--- config.mk ---
export PLATFORM = sky130hd
export DESIGN_NAME = led_cmd_pwm_flat
export DESIGN_NICKNAME = d
export VERILOG_FILES = /design/src/rtl/led_cmd_pkg.sv /design/src/rtl/led_cmd_pwm_if.sv /design/src/rtl/led_cmd_pwm_gen.sv /design/src/rtl/led_cmd_pwm.sv /design/src/flat_wrapper.sv
export SDC_FILE = /design/constraint.sdc
export NUM_CORES = 1
export LEC_CHECK = 0
export CAP_MARGIN = 25
export CORE_MARGIN = 4
export CORE_UTILIZATION = 67
export CTS_BUF_LIST = sky130_fd_sc_hd__clkbuf_8
export CTS_CLUSTER_SIZE = 24
export DETAILED_ROUTE_END_ITERATION = 8
export GPL_TIMING_DRIVEN = 0
export PLACE_DENSITY = 0.85
export SYNTH_ARGS = -nofsm -noshare
export SYNTH_HDL_FRONTEND = slang
export SYNTH_HIERARCHICAL = 1
export SYNTH_SLANG_ARGS = --single-unit
--- constraint.sdc ---
create_clock -name clk_48mhz -period 3.86 [get_ports clk_48mhz]
set_clock_uncertainty 0.1 [all_clocks]
set_input_delay 1.158 -clock clk_48mhz [delete_from_list [all_inputs] [get_ports clk_48mhz]]
set_output_delay 1.158 -clock clk_48mhz [all_outputs]
set_load 0.02 [all_outputs]
--- src/rtl/led_cmd_pkg.sv ---
// Shared constants, FSM state type and hex helpers for the led_cmd_pwm command interpreter.
package led_cmd_pkg;

  localparam logic [7:0] CMD_TOGGLE = 8'h74;  // 't'
  localparam logic [7:0] CMD_PWM    = 8'h70;  // 'p'
  localparam logic [7:0] CMD_QUERY  = 8'h3F;  // '?'
  localparam logic [7:0] CMD_ALLOFF = 8'h7A;  // 'z'
  localparam logic [7:0] RSP_OK     = 8'h6B;  // 'k'
  localparam logic [7:0] RSP_ERR    = 8'h78;  // 'x'
  localparam logic [7:0] RSP_ONE    = 8'h31;  // '1'
  localparam logic [7:0] RSP_ZERO   = 8'h30;  // '0'
  localparam logic [7:0] CR         = 8'h0D;
  localparam logic [7:0] LF         = 8'h0A;

  typedef enum logic [2:0] {
    ST_IDLE   = 3'd0,
    ST_GET_CH = 3'd1,
    ST_GET_HI = 3'd2,
    ST_GET_LO = 3'd3,
    ST_EXEC   = 3'd4,
    ST_REPLY  = 3'd5
  } state_e;

  typedef struct packed {
    logic       valid;
    logic [3:0] nib;
  } hex_nib_t;

  function automatic hex_nib_t hex_to_nib(input logic [7:0] c);
    hex_nib_t r;
    r.valid = 1'b1;
    r.nib   = 4'h0;
    if (c >= 8'h30 && c <= 8'h39) begin
      r.nib = 4'(c - 8'h30);
    end else if (c >= 8'h61 && c <= 8'h66) begin
      r.nib = 4'(c - 8'h57);
    end else if (c >= 8'h41 && c <= 8'h46) begin
      r.nib = 4'(c - 8'h37);
    end else begin
      r.valid = 1'b0;
    end
    return r;
  endfunction

  function automatic logic [7:0] nib_to_hex(input logic [3:0] n);
    return (n < 4'd10) ? (8'h30 + {4'h0, n}) : (8'h37 + {4'h0, n});
  endfunction

endpackage

--- src/rtl/led_cmd_pwm_if.sv ---
// Byte-stream ready/valid pipes between the host UART path and led_cmd_pwm.
interface led_cmd_pwm_if;
  logic [7:0] in_data;
  logic       in_valid;
  logic       in_ready;
  logic [7:0] out_data;
  logic       out_valid;
  logic       out_ready;

  modport master (
    output in_data, in_valid, out_ready,
    input  in_ready, out_data, out_valid
  );

  modport slave (
    input  in_data, in_valid, out_ready,
    output in_ready, out_data, out_valid
  );
endinterface

--- src/rtl/led_cmd_pwm_gen.sv ---
// Shared prescaler, 8-bit PWM step counter and registered per-channel duty comparators.
module led_cmd_pwm_gen #(
  parameter int unsigned CHANNELS = 3,
  parameter int unsigned PWM_DIV  = 188
) (
  input  logic                    clk_48mhz,
  input  logic                    reset_n,
  input  logic [CHANNELS-1:0]     en,
  input  logic [8*CHANNELS-1:0]   duty_flat,
  output logic [CHANNELS-1:0]     led_pwm
);

  localparam int unsigned PW = (PWM_DIV > 1) ? $clog2(PWM_DIV) : 1;
  localparam logic [PW-1:0] PRESC_LAST = PW'(PWM_DIV - 1);

  logic [PW-1:0]       presc_q, presc_d;
  logic [7:0]          pwm_cnt_q, pwm_cnt_d;
  logic [CHANNELS-1:0] led_pwm_q, led_pwm_d;
  logic                presc_wrap_s;

  // next prescaler/step counter and comparator outputs
  always_comb begin
    presc_wrap_s = (presc_q == PRESC_LAST);
    presc_d      = presc_wrap_s ? {PW{1'b0}} : (presc_q + PW'(1));
    pwm_cnt_d    = presc_wrap_s ? (pwm_cnt_q + 8'd1) : pwm_cnt_q;
    led_pwm_d    = {CHANNELS{1'b0}};
    for (int i = 0; i < CHANNELS; i++) begin
      led_pwm_d[i] = en[i] && (pwm_cnt_q < duty_flat[i*8 +: 8]);
    end
  end

  // PWM state registers
  always_ff @(posedge clk_48mhz) begin
    if (!reset_n) begin
      presc_q   <= {PW{1'b0}};
      pwm_cnt_q <= 8'd0;
      led_pwm_q <= {CHANNELS{1'b0}};
    end else begin
      presc_q   <= presc_d;
      pwm_cnt_q <= pwm_cnt_d;
      led_pwm_q <= led_pwm_d;
    end
  end

  assign led_pwm = led_pwm_q;

endmodule

--- src/rtl/led_cmd_pwm.sv ---
// ASCII command interpreter driving CHANNELS PWM LEDs with duty/enable control and query replies.
// Optional LED_CMD_TIMEOUT_EN aborts a stalled partial command after TIMEOUT_CYCLES idle cycles.
module led_cmd_pwm
  import led_cmd_pkg::*;
#(
  parameter int unsigned CHANNELS       = 3,
  parameter int unsigned PWM_DIV        = 188,
  parameter logic [7:0]  RESET_DUTY     = 8'hFF,
  parameter int unsigned TIMEOUT_CYCLES = 48000000
) (
  input  logic                clk_48mhz,
  input  logic                reset_n,
  led_cmd_pwm_if.slave        bus,
  output logic [CHANNELS-1:0] led_pwm,
  output logic [CHANNELS-1:0] led_en
);

  state_e              state_q, state_d;
  logic [7:0]          cmd_q, cmd_d;
  logic [3:0]          ch_q, ch_d;
  logic [3:0]          hi_q, hi_d;
  logic [3:0]          lo_q, lo_d;
  logic                err_q, err_d;
  logic [CHANNELS-1:0] en_q, en_d;
  logic [7:0]          duty_q [CHANNELS];
  logic [7:0]          duty_d [CHANNELS];
  logic [7:0]          out_data_q, out_data_d;
  logic                out_valid_q, out_valid_d;
  logic                in_ready_q, in_ready_d;
  logic [7:0]          rsp1_q, rsp1_d;
  logic [7:0]          rsp2_q, rsp2_d;
  logic [1:0]          rsp_left_q, rsp_left_d;

  logic                in_acc_s, out_acc_s, timeout_s, ch_ok_s, sel_en_s;
  logic [7:0]          digit_s, sel_duty_s;
  logic [8*CHANNELS-1:0] duty_flat_s;
  hex_nib_t            nib_s;

  assign in_acc_s  = bus.in_valid & in_ready_q;
  assign out_acc_s = out_valid_q & bus.out_ready;
  assign nib_s     = hex_to_nib(bus.in_data);
  assign digit_s   = bus.in_data - 8'h30;
  assign ch_ok_s   = (bus.in_data >= 8'h30) && (bus.in_data <= 8'h39) && (digit_s < 8'(CHANNELS));

  // addressed-channel readback and flattened duty bus for the PWM generator
  always_comb begin
    sel_duty_s  = 8'h00;
    sel_en_s    = 1'b0;
    duty_flat_s = {(8*CHANNELS){1'b0}};
    for (int i = 0; i < CHANNELS; i++) begin
      sel_duty_s           = (ch_q == 4'(i)) ? duty_q[i] : sel_duty_s;
      sel_en_s             = (ch_q == 4'(i)) ? en_q[i]   : sel_en_s;
      duty_flat_s[i*8 +: 8] = duty_q[i];
    end
  end

  // command FSM next-state, register updates and reply sequencing
  always_comb begin
    state_d     = state_q;
    cmd_d       = cmd_q;
    ch_d        = ch_q;
    hi_d        = hi_q;
    lo_d        = lo_q;
    err_d       = err_q;
    en_d        = en_q;
    duty_d      = duty_q;
    out_data_d  = out_data_q;
    out_valid_d = out_valid_q;
    rsp1_d      = rsp1_q;
    rsp2_d      = rsp2_q;
    rsp_left_d  = rsp_left_q;
    case (state_q)
      ST_IDLE: begin
        if (in_acc_s) begin
          case (bus.in_data)
            CMD_TOGGLE, CMD_PWM, CMD_QUERY: begin
              cmd_d   = bus.in_data;
              err_d   = 1'b0;
              state_d = ST_GET_CH;
            end
            CMD_ALLOFF: begin
              cmd_d   = bus.in_data;
              err_d   = 1'b0;
              state_d = ST_EXEC;
            end
            CR, LF: begin
              state_d = ST_IDLE;
            end
            default: begin
              cmd_d   = bus.in_data;
              err_d   = 1'b1;
              state_d = ST_EXEC;
            end
          endcase
        end else begin
          state_d = ST_IDLE;
        end
      end
      ST_GET_CH: begin
        if (in_acc_s) begin
          if (ch_ok_s) begin
            ch_d    = digit_s[3:0];
            state_d = (cmd_q == CMD_PWM) ? ST_GET_HI : ST_EXEC;
          end else begin
            err_d   = 1'b1;
            state_d = ST_EXEC;
          end
        end else if (timeout_s) begin
          state_d = ST_IDLE;
        end else begin
          state_d = ST_GET_CH;
        end
      end
      ST_GET_HI: begin
        if (in_acc_s) begin
          hi_d    = nib_s.nib;
          err_d   = ~nib_s.valid;
          state_d = nib_s.valid ? ST_GET_LO : ST_EXEC;
        end else if (timeout_s) begin
          state_d = ST_IDLE;
        end else begin
          state_d = ST_GET_HI;
        end
      end
      ST_GET_LO: begin
        if (in_acc_s) begin
          lo_d    = nib_s.nib;
          err_d   = ~nib_s.valid;
          state_d = ST_EXEC;
        end else if (timeout_s) begin
          state_d = ST_IDLE;
        end else begin
          state_d = ST_GET_LO;
        end
      end
      ST_EXEC: begin
        out_valid_d = 1'b1;
        out_data_d  = RSP_OK;
        rsp_left_d  = 2'd0;
        state_d     = ST_REPLY;
        if (err_q) begin
          out_data_d = RSP_ERR;
        end else begin
          case (cmd_q)
            CMD_TOGGLE: begin
              for (int i = 0; i < CHANNELS; i++) begin
                en_d[i] = (ch_q == 4'(i)) ? ~en_q[i] : en_q[i];
              end
            end
            CMD_PWM: begin
              for (int i = 0; i < CHANNELS; i++) begin
                duty_d[i] = (ch_q == 4'(i)) ? {hi_q, lo_q} : duty_q[i];
              end
            end
            CMD_QUERY: begin
              out_data_d = nib_to_hex(sel_duty_s[7:4]);
              rsp1_d     = nib_to_hex(sel_duty_s[3:0]);
              rsp2_d     = sel_en_s ? RSP_ONE : RSP_ZERO;
              rsp_left_d = 2'd2;
            end
            CMD_ALLOFF: begin
              en_d = {CHANNELS{1'b0}};
            end
            default: begin
              out_data_d = RSP_ERR;
            end
          endcase
        end
      end
      ST_REPLY: begin
        if (out_acc_s) begin
          if (rsp_left_q == 2'd0) begin
            out_valid_d = 1'b0;
            state_d     = ST_IDLE;
          end else begin
            out_data_d = rsp1_q;
            rsp1_d     = rsp2_q;
            rsp_left_d = rsp_left_q - 2'd1;
          end
        end else begin
          state_d = ST_REPLY;
        end
      end
      default: begin
        out_valid_d = 1'b0;
        state_d     = ST_IDLE;
      end
    endcase
    in_ready_d = (state_d == ST_IDLE) || (state_d == ST_GET_CH) ||
                 (state_d == ST_GET_HI) || (state_d == ST_GET_LO);
  end

  // interpreter state registers
  always_ff @(posedge clk_48mhz) begin
    if (!reset_n) begin
      state_q     <= ST_IDLE;
      cmd_q       <= 8'h00;
      ch_q        <= 4'h0;
      hi_q        <= 4'h0;
      lo_q        <= 4'h0;
      err_q       <= 1'b0;
      en_q        <= {CHANNELS{1'b1}};
      for (int i = 0; i < CHANNELS; i++) begin
        duty_q[i] <= RESET_DUTY;
      end
      out_data_q  <= 8'h00;
      out_valid_q <= 1'b0;
      in_ready_q  <= 1'b0;
      rsp1_q      <= 8'h00;
      rsp2_q      <= 8'h00;
      rsp_left_q  <= 2'd0;
    end else begin
      state_q     <= state_d;
      cmd_q       <= cmd_d;
      ch_q        <= ch_d;
      hi_q        <= hi_d;
      lo_q        <= lo_d;
      err_q       <= err_d;
      en_q        <= en_d;
      duty_q      <= duty_d;
      out_data_q  <= out_data_d;
      out_valid_q <= out_valid_d;
      in_ready_q  <= in_ready_d;
      rsp1_q      <= rsp1_d;
      rsp2_q      <= rsp2_d;
      rsp_left_q  <= rsp_left_d;
    end
  end

`ifdef LED_CMD_TIMEOUT_EN
  logic [31:0] to_cnt_q, to_cnt_d;
  logic        in_get_s;

  assign in_get_s  = (state_q == ST_GET_CH) || (state_q == ST_GET_HI) || (state_q == ST_GET_LO);
  assign timeout_s = in_get_s && (to_cnt_q == 32'(TIMEOUT_CYCLES - 1));

  // idle counter for partial commands, cleared by any accepted byte
  always_comb begin
    to_cnt_d = 32'd0;
    if (in_acc_s) begin
      to_cnt_d = 32'd0;
    end else if (in_get_s) begin
      to_cnt_d = to_cnt_q + 32'd1;
    end else begin
      to_cnt_d = 32'd0;
    end
  end

  // timeout counter register
  always_ff @(posedge clk_48mhz) begin
    if (!reset_n) begin
      to_cnt_q <= 32'd0;
    end else begin
      to_cnt_q <= to_cnt_d;
    end
  end
`else
  assign timeout_s = (TIMEOUT_CYCLES == 32'd0) && 1'b0;
`endif

  led_cmd_pwm_gen #(
    .CHANNELS (CHANNELS),
    .PWM_DIV  (PWM_DIV)
  ) u_gen (
    .clk_48mhz (clk_48mhz),
    .reset_n   (reset_n),
    .en        (en_q),
    .duty_flat (duty_flat_s),
    .led_pwm   (led_pwm)
  );

  assign bus.in_ready  = in_ready_q;
  assign bus.out_data  = out_data_q;
  assign bus.out_valid = out_valid_q;
  assign led_en        = en_q;

endmodule
--- src/flat_wrapper.sv ---
// flat-port wrapper written by rule: the top's interface ports become plain ports
module led_cmd_pwm_flat import led_cmd_pkg::*;
#(
  parameter int unsigned CHANNELS       = 3,
  parameter int unsigned PWM_DIV        = 188,
  parameter logic [7:0]  RESET_DUTY     = 8'hFF,
  parameter int unsigned TIMEOUT_CYCLES = 48000000
)
  (clk_48mhz, reset_n, led_pwm, led_en, bus_in_data, bus_in_valid, bus_out_ready, bus_in_ready, bus_out_data, bus_out_valid);
  led_cmd_pwm_if bus_i ();
  input  logic clk_48mhz;
  input  logic reset_n;
  output logic [CHANNELS-1:0] led_pwm;
  output logic [CHANNELS-1:0] led_en;
  input wire logic [$bits(bus_i.in_data)-1:0] bus_in_data;
  input wire logic [$bits(bus_i.in_valid)-1:0] bus_in_valid;
  input wire logic [$bits(bus_i.out_ready)-1:0] bus_out_ready;
  output wire logic [$bits(bus_i.in_ready)-1:0] bus_in_ready;
  output wire logic [$bits(bus_i.out_data)-1:0] bus_out_data;
  output wire logic [$bits(bus_i.out_valid)-1:0] bus_out_valid;
  assign bus_i.in_data = bus_in_data;
  assign bus_i.in_valid = bus_in_valid;
  assign bus_i.out_ready = bus_out_ready;
  assign bus_in_ready = bus_i.in_ready;
  assign bus_out_data = bus_i.out_data;
  assign bus_out_valid = bus_i.out_valid;
  led_cmd_pwm #(.CHANNELS(CHANNELS), .PWM_DIV(PWM_DIV), .RESET_DUTY(RESET_DUTY), .TIMEOUT_CYCLES(TIMEOUT_CYCLES)) u_core (.clk_48mhz(clk_48mhz), .reset_n(reset_n), .bus(bus_i), .led_pwm(led_pwm), .led_en(led_en));
endmodule
# Word level (Yosys, flattened, before mapping)
# Cells that the tools add are included.
dict set report totals {
  ff_bits 98
  latchBits 0
  mem_bits_rw 0
  romBits 0
  inputBits 12
  elab_cells 180
  mem_count 0
}
dict set report op_classes {
  n_addsub 10
  n_mul 0
  div 0
  n_lt_le_gt_ge 12
  eq_ne 34
  shifts 0
  n_mux 54
  bitwise_logic 10
  reduce_logical 39
}
# op n
set ops {}
lappend ops {{$mux 8} 12}
lappend ops {{$eq 8x7->1 const B} 6}
lappend ops {{$pmux 8 s2} 3}
lappend ops {{$add 6x4->7 const A} 4}
lappend ops {{$mux 3} 9}
lappend ops {{$lt 8x8->1} 3}
lappend ops {{$reduce_and 4->1} 6}
lappend ops {{$ne 2x1->1 const B} 9}
lappend ops {{$pmux 3 s6} 1}
lappend ops {{$add 8x1->8 const B} 2}
lappend ops {{$eq 8x4->1 const B} 2}
lappend ops {{$eq 8x6->1 const B} 2}
lappend ops {{$ge 8x7->1 const B} 2}
lappend ops {{$le 8x7->1 const B} 2}
lappend ops {{$mux 1} 16}
lappend ops {{$reduce_and 3->1} 5}
lappend ops {{$eq 3x2->1 const B} 4}
lappend ops {{$mux 4} 3}
lappend ops {{$pmux 3 s2} 2}
lappend ops {{$eq 8x8->1 const B} 1}
lappend ops {{$ge 8x6->1 const B} 1}
lappend ops {{$le 8x6->1 const B} 1}
lappend ops {{$lt 4x4->1 const B} 2}
lappend ops {{$lt 8x2->1 const B} 1}
lappend ops {{other kinds (27)} 60}

# Longest topological paths before layout
dict set report logic_depth {
  depth_word 12
  ltp_mapped 10
  ltp_nobuf 8
}

# Hierarchy
# Netlist, hierarchy kept.
# module instances cells_per_inst area_per_inst_um2 seq_area_each_um2
set modules_own_cells {}
lappend modules_own_cells {led_cmd_pwm 1 428 3689.8 1421.4}
lappend modules_own_cells {led_cmd_pwm_gen 1 167 1388.8 380.4}

# Least setup slack after synthesis
# OpenSTA, ideal clock, no wires.
dict set report synth_path {
  path_kind {input -> register}
  start {input bus_in_data[3]}
  end {register u_core.in_ready_q (netlist: u_core/bus.in_ready)}
  setup_ps 60
  t_arrival_ps 2738
  required_ps 3700
  slack_ps 962
  stages 6
  cell_sequence {buf_2 -> or4b_4 -> nor2_2 -> a21oi_1 -> a2111oi_1 -> and2_1}
}
dict set report synth_via {
  elab_chain_len 12
  word_cells_on_any_way 36
}
# item line_no
set synth_lines {}
lappend synth_lines {{start: declaration} flat_wrapper.sv:15} ;# input wire logic [$bits(bus_i.in_data)-1:0] bus_in_data;
lappend synth_lines {{parallel branches: the longest is 7 deep, another holds $sub 8x6->8} -}
lappend synth_lines {{$pmux 3 s6 *} led_cmd_pwm.sv:72} ;# case (state_q)
lappend synth_lines {{$eq 3x1->1 or $logic_not 3->1 (tied branches)} led_cmd_pwm.sv:189} ;# in_ready_d = (state_d == ST_IDLE) || (state_d == ST_GET_CH) ||
lappend synth_lines {{$logic_or 1x1->1 (2 in a row)} led_cmd_pwm.sv:189}
lappend synth_lines {{$logic_or 1x1->1 *} led_cmd_pwm.sv:190} ;# (state_d == ST_GET_HI) || (state_d == ST_GET_LO);
lappend synth_lines {{end signal: assignment} led_cmd_pwm.sv:223} ;# in_ready_q <= in_ready_d;
lappend synth_lines {{end: declaration} led_cmd_pwm.sv:29} ;# logic in_ready_q, in_ready_d;
# Every way passes the cells marked *.
# A chain may end at the register's enable or synchronous reset.

# Worst setup path in the final report
dict set report layout_path {
  start {input bus_in_data[0]}
  end {register u_core.in_ready_q (netlist: u_core/bus.in_ready)}
}
# Same word-level chain as after synthesis.

==> results by group <==
Global route
  • Vias in the first global route: 4368
  • First-pass GRT wire length: 21.53 mm
  • Initial antenna violation count: 0
  • Gr usage total: 0.3044
  • Largest net degree at the start of global routing: 17
  • Remaining Overflow, GRT: 0

Clock network
  • Setup bufs post-CTS: 0
  • Worst-path clk slew: 0.09 ns
  • Clk sinks: 90
  • H-tree Lvls: 3
  • CTS tree: built
  • CTS max path bufs: 2
  • Clock Latency Late Sink: 0.35 ns
  • Root Buffer: clkbuf_8
  • TritonCTS Buffers: 9
  • Cts hold-fix bufs: 0
  • # resized after CTS: 0

Timing
  • Final setup fails: 0
  • Hold WS: 0.3647 ns
  • Worst-Margin Slew: 1.038 ns
  • Period utilization: 0.9190
  • RSZ-0062 raised after global routing: no
  • Max-Slew Margin vs Limit: 0.2901
  • Max-slew violations: 0
  • Hold Fails Final Rpt: 0
  • Max Clock Freq: 281.9 MHz
  • Min cycle time layout: 3.547 ns

Critical path
  • Worst r2r path cells: 9
  • CP max FO: 8
  • R2R Path End: u_core/bus.out_data[4]$_SDFFE_PN0P_
  • Startpoint Class: primary input
  • Max stage delay on crit path: 0.69 ns
  • Critical Path RT: 4.06 ns
  • Critical Path AT: 3.75 ns
  • Worst Path Buf+Inv: 1
  • Critical path class: primary input to flop
  • Crit end category: flop
  • Worst R2R Start: u_core/ch_q[0]$_SDFFE_PN0P_
  • Slowest cell on crit path: nor4_1
  • Crit path cell chain: clkdlybuf4s50_1 -> ha_1 -> nor4_1 -> a21boi_0 -> a2111oi_1 -> and2_1
  • CP delay by family, top: simple AND/OR/NAND/NOR gates
  • R2R Setup Slk: 1.29 ns

Detailed routing
  • DR WL/cell: 17.73 um
  • DRC Markers: 0
  • DR pass1 iterations: 5
  • Antenna-violating nets left: 0
  • Number of DRC markers in iteration 0: 399
  • Via density per instance: 6.369
  • Routed WL: 13.03 mm
  • Via count: 4681

Status
  • Outcome: complete, no violations

Finish
  • Multi-input gate area: 0.003024 mm^2
  • Commonest cells after routing, fill and taps aside: 90 x dfxtp_1, 68 x nand2_1, 46 x mux2i_1
  • Fill cell count: 556
  • Number of nets in the layout: 673
  • Layout Cells excl Fill: 735
  • Most common cell after layout, fill and taps aside: dfxtp_1
  • Synth-to-Final Area Change: 11.04%
  • Register Area: 0.001802 mm^2
  • Layout Utilization: 0.7733
  • Share of layout cells above drive strength 1: 0.07233
  • # diodes: 0

Power
  • Pint: 0.001303 W
  • Peak supply drop: 0.2263 mV
  • Gate power share: 0.122
  • Clock share of power: 0.337
  • P_sw: 0.0005061 W
  • Sequential share of power: 0.542
  • PD cells: 320.8 mW/mm^2
  • Leak Pwr: 2.438 nW
  • Sw Ratio: 0.2798

Placed design
  • IO buf count: 25
  • Placer congestion estimate: 0.9223
  • Half-perimeter wire length after placement: 9.775 mm
  • # placed instances: 719

Yosys
  • Mapped Nets: 637
  • Post-synth EDFFs: 0
  • Synth cell types: 72
  • Yosys Warn Count: 6
  • Seq cells post-synth: 90
  • Register area share after synthesis: 0.3548
  • Post-Syn Instances: 595
  • Synth Cell Area: 0.005079 mm^2
  • Syn Area/Cell: 8.535 um^2
  • FFs w/ async S/R, synth: 0
  • Commonest register cell after synthesis: dfxtp_1

Floorplan
  • Die area: 0.009037 mm^2
  • Die X: 95.07 um
  • Die Ht: 95.07 um
  • Initial Util: 0.6965
  • I/O pin cnt: 28
  • Row Count: 31
  • Core ar.: 0.007292 mm^2

Hold path
  • Hold crit path type: flop to flop
  • Hold path cells: 2
  • Hold Path End: u_core/bus.out_data[3]$_SDFFE_PN0P_
  • Hold Path Origin: u_core/bus.out_data[3]$_SDFFE_PN0P_

Run
  • Max-Cap Viols: 0
## cell families after synthesis
| family | count (synthesis) | synth area share |
|---|---|---|
| simple gates | 231 | 0.2518 |
| compound gates | 133 | 0.1732 |
| flops | 90 | 0.3548 |
| buf+inv | 61 | 0.04976 |
| mux | 46 | 0.09066 |
| fa+ha+maj | 30 | 0.07391 |
| xor+xnor | 3 | 0.005175 |
| other cells | 1 | 0.0007384 |
## power by group through the flow
stage / logic (W) / registers (W) / clock network [W]
after floorplan: 0.000124 / 0.00101 / 0
after global placement: 0.000207 / 0.000999 / 0
after detailed placement: 0.000215 / 0.00100 / 0
after CTS: 0.000216 / 0.000979 / 0.000621
after global routing: 0.000238 / 0.000983 / 0.000667
final: 0.000220 / 0.000980 / 0.000609
## cell type report
| class | count | area share |
|---|---|---|
| Tap cell | 99 | 0.02197 |
| Inverter | 37 | 0.02463 |
| Timing Repair Buffer | 25 | 0.04438 |
| Sequential cell | 90 | 0.3195 |
| Clock buffer | 10 | 0.02441 |
| Multi-Input combinational cell | 444 | 0.5363 |
| Clock inverter | 6 | 0.008653 |
| Buffer | 24 | 0.02019 |
## metal layers
metal | GRT usage | routed length [um]
met1 | 0.4172 | 5820
met2 | 0.4869 | 6167
met3 | 0.04341 | 840
met4 | 0.1130 | 200
met5 | 0 | 0
## registers in the layout, summed over array words and instances (netlist names)
register                cells
u_core/u_gen/pwm_cnt_q      8
u_core/bus.in_ready         1
u_core/duty_flat_s         24
u_core/u_gen/led_pwm        3
u_core/rsp2_q               2
u_core/err_q                1
u_core/lo_q                 4
u_core/bus.out_data         7
u_core/state_q              3
u_core/ch_q                 4
u_core/cmd_q                8
u_core/hi_q                 4
u_core/bus.out_valid        1
u_core/rsp1_q               7
u_core/rsp_left_q           2
u_core/led_en               3
u_core/u_gen/presc_q        8
## stage by stage
stage	setup slack [ns]	setup TNS, ns	total power (W)	cell area (um^2)
6_report	0.3126	0	0.001809	5639
5_1_grt	0.2021	0	0.001888	5639
4_1_cts	0.3762	0	0.001816	5639
3_5_place_dp	0.03869	0	0.001216	5453
3_3_place_gp	-0.01229	-0.01229	0.001206	5453
2_1_floorplan	0.9618	0	0.001134	5079
## worst register-to-register path: cells and delay by family (launching register included)
family,cells,cell delay [ns]
DFF,1,0.46
adders and majority gates,1,0.23
and+or+nand+nor,2,0.33
buffers and inverters,2,0.52
AOI/OAI and AO/OA,4,0.81
## cells in the mapped netlist (3+ instances only)
cell / count / area [um^2]
nand4_1: 7 / 43.79
or2_2: 5 / 31.28
o21a_1: 3 / 22.52
dfxtp_1: 90 / 1802
ha_1: 30 / 375.4
o21ai_0: 29 / 145.1
a31oi_1: 7 / 43.79
and3_1: 4 / 25.02
nand4b_1: 4 / 35.03
o211ai_1: 6 / 45.04
inv_1: 36 / 135.1
nor2_1: 43 / 161.4
a21oi_1: 29 / 145.1
o22ai_1: 5 / 31.28
nand3_1: 17 / 85.08
or4_1: 4 / 30.03
nand2b_1: 9 / 56.30
o31ai_1: 5 / 37.54
a21boi_0: 4 / 30.03
nor3b_1: 7 / 52.55
nor3_1: 17 / 85.08
nand3b_1: 7 / 52.55
nor4_2: 4 / 50.05
or3_1: 6 / 37.54
o2bb2ai_1: 6 / 52.55
nand2_1: 68 / 255.2
nor2b_1: 4 / 25.02
clkbuf_1: 12 / 45.04
nor4_1: 9 / 56.30
buf_2: 7 / 35.03
mux2i_1: 46 / 460.4
a211oi_1: 7 / 52.55
## worst max-delay path by stage
stage / from / endpoint / slack (ns) / cells past startpoint
floorplan: bus_in_data[3] / u_core/bus.in_ready$_SDFF_PN0_ / 0.96 / 6
global placement: bus_in_data[0] / u_core/bus.in_ready$_SDFF_PN0_ / -0.01 / 6
detailed placement: bus_in_data[0] / u_core/bus.in_ready$_SDFF_PN0_ / 0.04 / 6
CTS: bus_in_data[0] / u_core/bus.in_ready$_SDFF_PN0_ / 0.38 / 6
global route: bus_in_data[0] / u_core/bus.in_ready$_SDFF_PN0_ / 0.20 / 6
finish: bus_in_data[0] / u_core/bus.in_ready$_SDFF_PN0_ / 0.31 / 6
Note: power is estimated with default switching activity, not from simulation.
